===== config.mk =====
export PLATFORM = sky130hd
export DESIGN_NAME = booth_mult_seq
export DESIGN_NICKNAME = d
export VERILOG_FILES = /design/src/rtl/booth_mult_seq_pkg.sv /design/src/rtl/booth_mult_seq_sel.sv /design/src/rtl/booth_mult_seq.sv
export SDC_FILE = /design/constraint.sdc
export NUM_CORES = 1
export LEC_CHECK = 0
export CORE_ASPECT_RATIO = 2
export CORE_MARGIN = 3
export CORE_UTILIZATION = 31
export DETAILED_ROUTE_END_ITERATION = 12
export HOLD_SLACK_MARGIN = 0.06
export PLACE_DENSITY_LB_ADDON = 0.1
export REMOVE_ABC_BUFFERS = 1
export SLEW_MARGIN = 25
export SYNTH_ARGS = -nofsm -noshare
export SYNTH_HDL_FRONTEND = slang
export SYNTH_SLANG_ARGS = --single-unit
export TNS_END_PERCENT = 100

===== constraint.sdc =====
create_clock -name clock -period 2.9 [get_ports clock]
set_clock_uncertainty 0.1 [all_clocks]
set_input_delay 0.58 -clock clock [delete_from_list [all_inputs] [get_ports clock]]
set_output_delay 0.58 -clock clock [all_outputs]
set_load 0.05 [all_outputs]

===== src/rtl/booth_mult_seq_pkg.sv =====
// Shared definitions for the sequential Booth multiplier.
// FSM encodings, Booth op codes and the recode helper.
package booth_mult_seq_pkg;

    localparam logic [1:0] S_IDLE = 2'd0;
    localparam logic [1:0] S_RUN  = 2'd1;
    localparam logic [1:0] S_DONE = 2'd2;

    localparam logic [1:0] OP_NOP = 2'd0;
    localparam logic [1:0] OP_ADD = 2'd1;
    localparam logic [1:0] OP_SUB = 2'd2;

    // {Q[0], q_m1}: 01 adds M, 10 subtracts M, else no-op
    function automatic logic [1:0] booth_op(input logic q0, input logic qm1);
        logic [1:0] op;
        op = OP_NOP;
        if (!q0 && qm1)
            op = OP_ADD;
        else if (q0 && !qm1)
            op = OP_SUB;
        return op;
    endfunction

endpackage


===== src/rtl/booth_mult_seq_sel.sv =====
// Booth recode: picks the adder B operand and carry-in
// from the current multiplier bit pair.
module booth_mult_seq_sel
    import booth_mult_seq_pkg::*;
#(
    parameter int WIDTH = 32
) (
    input  logic             q0,
    input  logic             q_m1,
    input  logic [WIDTH-1:0] m,
    output logic [WIDTH-1:0] add_b,
    output logic             add_cin
);

    logic [1:0] op;

    always_comb begin
        op      = booth_op(q0, q_m1);
        add_b   = '0;
        add_cin = 1'b0;
        unique case (1'b1)
            (op == OP_ADD): begin
                add_b = m;
            end
            (op == OP_SUB): begin
                add_b   = ~m;
                add_cin = 1'b1;
            end
            default: begin
                add_b   = '0;
                add_cin = 1'b0;
            end
        endcase
    end

endmodule


===== src/rtl/booth_mult_seq.sv =====
// Iterative radix-2 Booth signed multiplier using an external CLA.
// Optional BOOTH_MULT_ZERO_SKIP_EN finishes zero-operand products at once.
module booth_mult_seq
    import booth_mult_seq_pkg::*;
#(
    parameter int WIDTH = 32,
    parameter int CNT_W = 6
) (
    input  logic             clock,
    input  logic             resetn,
    input  logic             start,
    input  logic [WIDTH-1:0] multiplicand,
    input  logic [WIDTH-1:0] multiplier,
    output logic             busy,
    output logic             done,
    output logic [WIDTH-1:0] result,
    output logic [WIDTH-1:0] result_hi,
    output logic             ovf,
    output logic [WIDTH-1:0] add_a,
    output logic [WIDTH-1:0] add_b,
    output logic             add_cin,
    input  logic [WIDTH-1:0] add_sum,
    input  logic             add_ovf
);

    localparam logic [CNT_W-1:0] CNT_LOAD = CNT_W'(WIDTH);
    localparam logic [CNT_W-1:0] CNT_ONE  = CNT_W'(1);

    logic [1:0]       state;
    logic [WIDTH-1:0] a;
    logic [WIDTH-1:0] q;
    logic             q_m1;
    logic [WIDTH-1:0] m;
    logic [CNT_W-1:0] count;

    logic             s;
    logic [WIDTH-1:0] a_nx;
    logic [WIDTH-1:0] q_nx;
    logic             ovf_nx;
    logic             skip;

    booth_mult_seq_sel #(
        .WIDTH(WIDTH)
    ) u_sel (
        .q0     (q[0]),
        .q_m1   (q_m1),
        .m      (m),
        .add_b  (add_b),
        .add_cin(add_cin)
    );

    assign add_a = a;

    // add_ovf restores the true sign when M is the most-negative value
    assign s      = add_sum[WIDTH-1] ^ add_ovf;
    assign a_nx   = {s, add_sum[WIDTH-1:1]};
    assign q_nx   = {add_sum[0], q[WIDTH-1:1]};
    assign ovf_nx = (a_nx != {WIDTH{q_nx[WIDTH-1]}});

`ifdef BOOTH_MULT_ZERO_SKIP_EN
    assign skip = (multiplicand == '0) || (multiplier == '0);
`else
    assign skip = 1'b0;
`endif

    always_ff @(posedge clock or negedge resetn) begin
        if (!resetn) begin
            state     <= S_IDLE;
            a         <= '0;
            q         <= '0;
            q_m1      <= 1'b0;
            m         <= '0;
            count     <= '0;
            result    <= '0;
            result_hi <= '0;
            ovf       <= 1'b0;
            done      <= 1'b0;
            busy      <= 1'b0;
        end else begin
            done <= 1'b0;
            case (state)
                S_RUN: begin
                    a     <= a_nx;
                    q     <= q_nx;
                    q_m1  <= q[0];
                    count <= count - CNT_ONE;
                    if (count == CNT_ONE) begin
                        state     <= S_DONE;
                        busy      <= 1'b0;
                        done      <= 1'b1;
                        result    <= q_nx;
                        result_hi <= a_nx;
                        ovf       <= ovf_nx;
                    end
                end
                default: begin
                    state <= S_IDLE;
                    if (start) begin
                        m     <= multiplicand;
                        q     <= multiplier;
                        a     <= '0;
                        q_m1  <= 1'b0;
                        count <= CNT_LOAD;
                        if (skip) begin
                            state     <= S_DONE;
                            done      <= 1'b1;
                            result    <= '0;
                            result_hi <= '0;
                            ovf       <= 1'b0;
                        end else begin
                            state <= S_RUN;
                            busy  <= 1'b1;
                        end
                    end
                end
            endcase
        end
    end

endmodule

==> flow_metrics.env, run 1 <==
export IMPL_setup_slack_ns=0.441
export IMPL_drt_iter0_drc=249
export IMPL_die_w_um=115
export IMPL_yosysWarnings=0
export IMPL_crit_type="register to output pin"
export IMPL_p_per_area_mw_per_mm2=1290
export IMPL_min_period_ns=2.46
export IMPL_antenna_diode_count=0
export IMPL_rows=79
export IMPL_port_buffers=231
export IMPL_status="completed"
export IMPL_max_cap_viol_count=0
export IMPL_synth_cell_area_mm2=0.00740
export IMPL_postLayoutCellArea_mm2=0.0107
export IMPL_core_area_mm2=0.0233
export IMPL_dp_hpwl_mm=15.8
export IMPL_synthTopCellsByArea="dfrtp_1, nand2_1, o21ai_0"
export IMPL_hold_viol=0
export IMPL_cp_arrival_ns=1.78
export IMPL_cts_made_buffers=17
export IMPL_min_delay_path_depth=2
export IMPL_final_nets=1090
export IMPL_start_util_pct=31.7
export IMPL_yosysTopAreaCell="dfrtp_1"
export IMPL_dp_slack_ns=0.397
export IMPL_setup_viol_count_final=0
export IMPL_leakage_uw=0.00500
export IMPL_worst_r2r_cell_count=5
export IMPL_cts_buffer_depth=2
export IMPL_cts_sinks=172
export IMPL_grt_pass1_vias=6229
export IMPL_via_per_inst=4.72
export IMPL_detail_route_wl_per_cell_um=17.8
export IMPL_clockRootBuffer="clkbuf_16"
export IMPL_vdd_drop_max_mv=0.686
export IMPL_place_area_mm2=0.0101
export IMPL_clk_pin_slew_ns=0.06
export IMPL_hp_start="result[11]"
export IMPL_synth_most_common_cell="nand2_1"
export IMPL_regToRegStartpoint="count[2]"
export IMPL_firstDrtPassIters=4
export IMPL_ys_seq_area_share_pct=58.2
export IMPL_gp_congestion=0.749
export IMPL_num_vias=6064
export IMPL_r2r_end="ovf"
export IMPL_cts_tree="done"
export IMPL_syn_area_per_cell_um2=9.58
export IMPL_synth_edf_count=0
export IMPL_endpoint_kind="output pin"
export IMPL_relSlewSlack_pct=43.0
export IMPL_hold_class="register to register"
export IMPL_min_to="result[11]"
export IMPL_synthToLayoutAreaGrowth_pct=44.4
export IMPL_drc=0
export IMPL_clock_fmax_mhz=407
export IMPL_ctsResizeCount=0
export IMPL_synth_async_reset_ratio_pct=100
export IMPL_synth_seq_cells=172
export IMPL_fin_crit_sh_pct=84.8
export IMPL_ys_types=30
export IMPL_synthTopCellsByCount="nand2_1, dfrtp_1, o21ai_0"
export IMPL_worst_pin_slew_ns=0.856
export IMPL_ys_flop_type="dfrtp_1"
export IMPL_grt_max_degree=70
export IMPL_ant_nets=0
export IMPL_place_inst=1251
export IMPL_track_usage_pct=18.3
export IMPL_crit_required_ns=2.22
export IMPL_antenna_found_initial=0
export IMPL_die_area_mm2=0.0259
export IMPL_gr_total_overflow=0
export IMPL_routed_wl_mm=22.8
export IMPL_grt_pass1_wl_mm=35.9
export IMPL_htree_levels=4
export IMPL_clk_latency_ns=0.45
export IMPL_rsz0062_at_grt="false"
export IMPL_drive_gt1_share_pct=11.5
export IMPL_crit_path_max_fanout=33
export IMPL_io_pins=232
export IMPL_synth_top_area_share_pct=58.2
export IMPL_rrSetupSlack_ns=0.55
export IMPL_hold_slack_ns=0.370
export IMPL_die_h_um=224
export IMPL_drv_slew=0
export IMPL_worstSetupStartpointType="register"
export IMPL_syn_inst=772
export IMPL_utilization_pct=45.8
export IMPL_stdcell_count=1284
==> registers in the layout, indices dropped and copies added (netlist names) <==
register	cells
q	32
state	2
add_a	32
ovf	1
q_m1	1
result	32
count	6
done	1
result_hi	32
busy	1
m	32
==> stage by stage <==
stage	total power, µW	setup TNS, ns
after floorplan	8630	-127.41
after CTS	14000	0
after detailed placement	11600	0
final	13800	0
after global placement	11500	0
after global routing	14600	0
==> repair_timing <==
action,CTS,global route
hold buffers,1,0
setup buffers,0,0
hold endpoints to repair,36,0
==> cell type report <==
type	count	area, µm²
Fill cell	2280	12600
Inverter	6	23.8
Tap cell	283	354
Clock buffer	27	523
Sequential cell	172	4300
Clock inverter	5	78.8
Multi-Input combinational cell	544	2840
Timing Repair Buffer	247	2560
==> worst max path at each step <==
stage               slack, ns   startpoint  depth (start not counted)         to
detailed placement       0.40  add_sum[13]                          5        ovf
CTS                      0.38         q_m1                          4  add_b[17]
floorplan               -1.30     state[1]                          4   count[2]
global placement         0.44  add_sum[13]                          5        ovf
finish                   0.44         q_m1                          4  add_b[17]
global route             0.28         q_m1                          4  add_b[17]
==> critical path, cell delays in order, from the launching register on <==
cell and delay (ns):
dfrtp_1 0.38, nand2b_1 0.14, buf_4 0.23, o21ai_0 0.39
buf_12 0.19
==> layout by cell type, fill, tap and decap left out, types with 3 or more instances in the layout <==
master	count
o21ai_0	76
buf_4	32
xnor2_1	3
or3_1	3
dfrtp_1	172
buf_12	17
nor3_1	6
clkbuf_16	17
nor4_1	6
nand3_1	3
inv_1	5
clkinv_2	3
clkdlybuf4s50_1	196
nand2_1	323
mux2_2	32
nand4_1	6
nor2_1	7
mux2i_1	32
nand3b_1	33
clkbuf_8	6
clkbuf_1	4
==> routing by layer <==
metal,global-route usage [%],part of all wire (%),routed length (µm)
met3,5.17,5.7,1290
met5,0,0,0
met2,33.0,55,12500
met4,6.75,2.1,489
met1,19.9,37,8540
==> where the power goes <==
part / total, µW / switching (µW) / internal (µW)
Clock: 2370 / 961 / 1410
Combinational: 7270 / 4790 / 2480
Sequential: 4150 / 674 / 3480
==> cells by family after synthesis <==
logic type / count (synthesis) / share of synthesized area, %
and+or+nand+nor: 394 / 22.6
muxes: 64 / 9.20
buffers and inverters: 56 / 3.69
DFF: 172 / 58.2
xor gates and xnor gates: 3 / 0.355
AOI/OAI and AO/OA: 81 / 5.61
adders and majority gates: 2 / 0.338
Note: power is estimated with default switching activity, not from simulation.
==> inputs of run 2 (changes only) <==
==> constraint.sdc (replaced) <==
create_clock -name clock -period 2.2 [get_ports clock]
set_clock_uncertainty 0.1 [all_clocks]
set_input_delay 0.44 -clock clock [delete_from_list [all_inputs] [get_ports clock]]
set_output_delay 0.44 -clock clock [all_outputs]
set_load 0.05 [all_outputs]
==> run 2 against run 1 <==
Die area stayed put. Sequential cell count stayed put. Final area is 4.6% higher. Utilization is 2.1 points higher. Critical endpoint is now add_b[7]. Critical path type unchanged. Clock power is 25% higher. Global-route usage is 0.18 points lower.
==> flow_metrics.env, run 2 (synthesized netlist as in run 1, its figures left out) <==
export IMPL_switching_share_pct=46.0
export IMPL_detail_route_wl_per_cell_um=17.6
export IMPL_drive_gt1_share_pct=15.0
export IMPL_combPwrFrac_pct=54.9
export IMPL_nFillCells=2245
export IMPL_clock_fmax_mhz=462
export IMPL_power_switching_uw=8610
export IMPL_hold_slack_ns=0.365
export IMPL_utilization_pct=47.9
export IMPL_drv_slew=0
export IMPL_rsz0062_at_grt="true"
export IMPL_vdd_drop_max_mv=0.869
export IMPL_cts_tree="done"
export IMPL_r2r_end="result[10]"
export IMPL_setup_slack_ns=0.0364
export IMPL_port_buffers=231
export IMPL_rrSetupSlack_ns=0.14
export IMPL_antenna_found_initial=1
export IMPL_gp_congestion=0.724
export IMPL_dp_hpwl_mm=16.6
export IMPL_drt_iter0_drc=213
export IMPL_ant_nets=0
export IMPL_worst_r2r_cell_count=6
export IMPL_die_w_um=115
export IMPL_start_util_pct=31.7
export IMPL_min_period_ns=2.16
export IMPL_hold_viol=0
export IMPL_worstSetupStartpointType="register"
export IMPL_clockRootBuffer="clkbuf_16"
export IMPL_clk_latency_ns=0.43
export IMPL_io_pins=232
export IMPL_p_clk_share_pct=15.8
export IMPL_grt_pass1_vias=6297
export IMPL_relSlewSlack_pct=63.0
export IMPL_crit_required_ns=1.66
export IMPL_fin_crit_sh_pct=98.3
export IMPL_regToRegStartpoint="count[2]"
export IMPL_mostFrequentLayoutCell="nand2_1"
export IMPL_max_cap_viol_count=0
export IMPL_leakage_uw=0.00561
export IMPL_htree_levels=4
export IMPL_clk_pin_slew_ns=0.06
export IMPL_crit_type="register to output pin"
export IMPL_track_usage_pct=18.1
export IMPL_worst_pin_slew_ns=0.555
export IMPL_gr_total_overflow=0
export IMPL_endpoint_kind="output pin"
export IMPL_crit_path_max_fanout=33
export IMPL_routed_wl_mm=22.8
export IMPL_place_area_mm2=0.0105
export IMPL_postLayoutCellArea_mm2=0.0112
export IMPL_die_area_mm2=0.0259
export IMPL_status="completed"
export IMPL_cts_setup_buffers=0
export IMPL_synthToLayoutAreaGrowth_pct=51.1
export IMPL_die_h_um=224
export IMPL_dp_slack_ns=-0.0404
export IMPL_seq_power_share_pct=29.3
export IMPL_rows=79
export IMPL_core_area_mm2=0.0233
export IMPL_via_per_inst=4.69
export IMPL_grt_pass1_wl_mm=35.7
export IMPL_drc=0
export IMPL_hold_class="input port to async pin"
export IMPL_p_per_area_mw_per_mm2=1680
export IMPL_stdcell_count=1295
export IMPL_cts_buffer_depth=2
export IMPL_cts_made_buffers=17
export IMPL_setup_viol_count_final=0
export IMPL_p_int_uw=10100
export IMPL_cts_sinks=172
export IMPL_firstDrtPassIters=4
export IMPL_grt_max_degree=63
export IMPL_num_vias=6080
export IMPL_final_nets=1103
export IMPL_final_cell_mix="nand2_1, dfrtp_1, clkdlybuf4s50_1"
export IMPL_cp_arrival_ns=1.62
export IMPL_place_inst=1264
## run 2: worst max-delay path, cell delays in order, from the launching register on
cell      delay (ns)
dfrtp_1         0.39
nand2b_1        0.17
buf_8           0.20
o21ai_1         0.24
buf_12          0.17
## run 2: timing repair
| action | in CTS | in global routing |
|---|---|---|
| resized for setup | 51 | 56 |
| endpoints found under the setup margin | 51 | 72 |
| hold buffers | 1 | 0 |
| hold endpoints to repair | 29 | 0 |
## run 2: worst max path at each step
| stage | slack (ns) | to | from | depth (start not counted) |
|---|---|---|---|---|
| 2_1_floorplan | -2.00 | count[2] | state[1] | 4 |
| 3_3_place_gp | -0.02 | ovf | add_sum[13] | 5 |
| 3_5_place_dp | -0.04 | ovf | add_sum[13] | 5 |
| 4_1_cts | -0.07 | add_b[14] | q_m1 | 4 |
| 5_1_grt | -0.07 | add_b[16] | q_m1 | 4 |
| 6_report | 0.04 | add_b[7] | q_m1 | 4 |
## run 2: stage by stage
stage / setup TNS, ns / total power [µW]
6_report: 0 / 18700
3_3_place_gp: -0.0150 / 15800
4_1_cts: -1.53 / 19000
3_5_place_dp: -0.0404 / 15900
5_1_grt: -0.986 / 19900
2_1_floorplan: -252.10 / 11400
## run 2: power by group through the flow
stage	sequential (µW)	clock [µW]	combinational, µW
global route	5700	3220	10900
finish	5500	2960	10300
floorplan	8020	0	3360
detailed placement	5530	0	10400
CTS	5500	3080	10400
global placement	5480	0	10400
## run 2: routing by layer
metal  GRT usage (%)  up-vias  share of wire, %
met3            4.74       22               5.5
met5               0        -                 0
met1            20.1     2902                37
li1                -     2986                 -
met4            6.56        0               2.2
met2            32.6      170                55
## run 2: cell type report
| class | instances | area (µm²) | share of cell area (%) |
|---|---|---|---|
| clock inverter | 7 | 91.3 | 0.817 |
| multi-input combinational | 544 | 2890 | 25.8 |
| timing repair buffer | 260 | 3040 | 27.2 |
| sequential | 172 | 4300 | 38.5 |
| clock buffer | 22 | 474 | 4.24 |
| antenna | 1 | 2.50 | 0.0224 |
| inverter | 6 | 23.8 | 0.213 |
| tap | 283 | 354 | 3.17 |
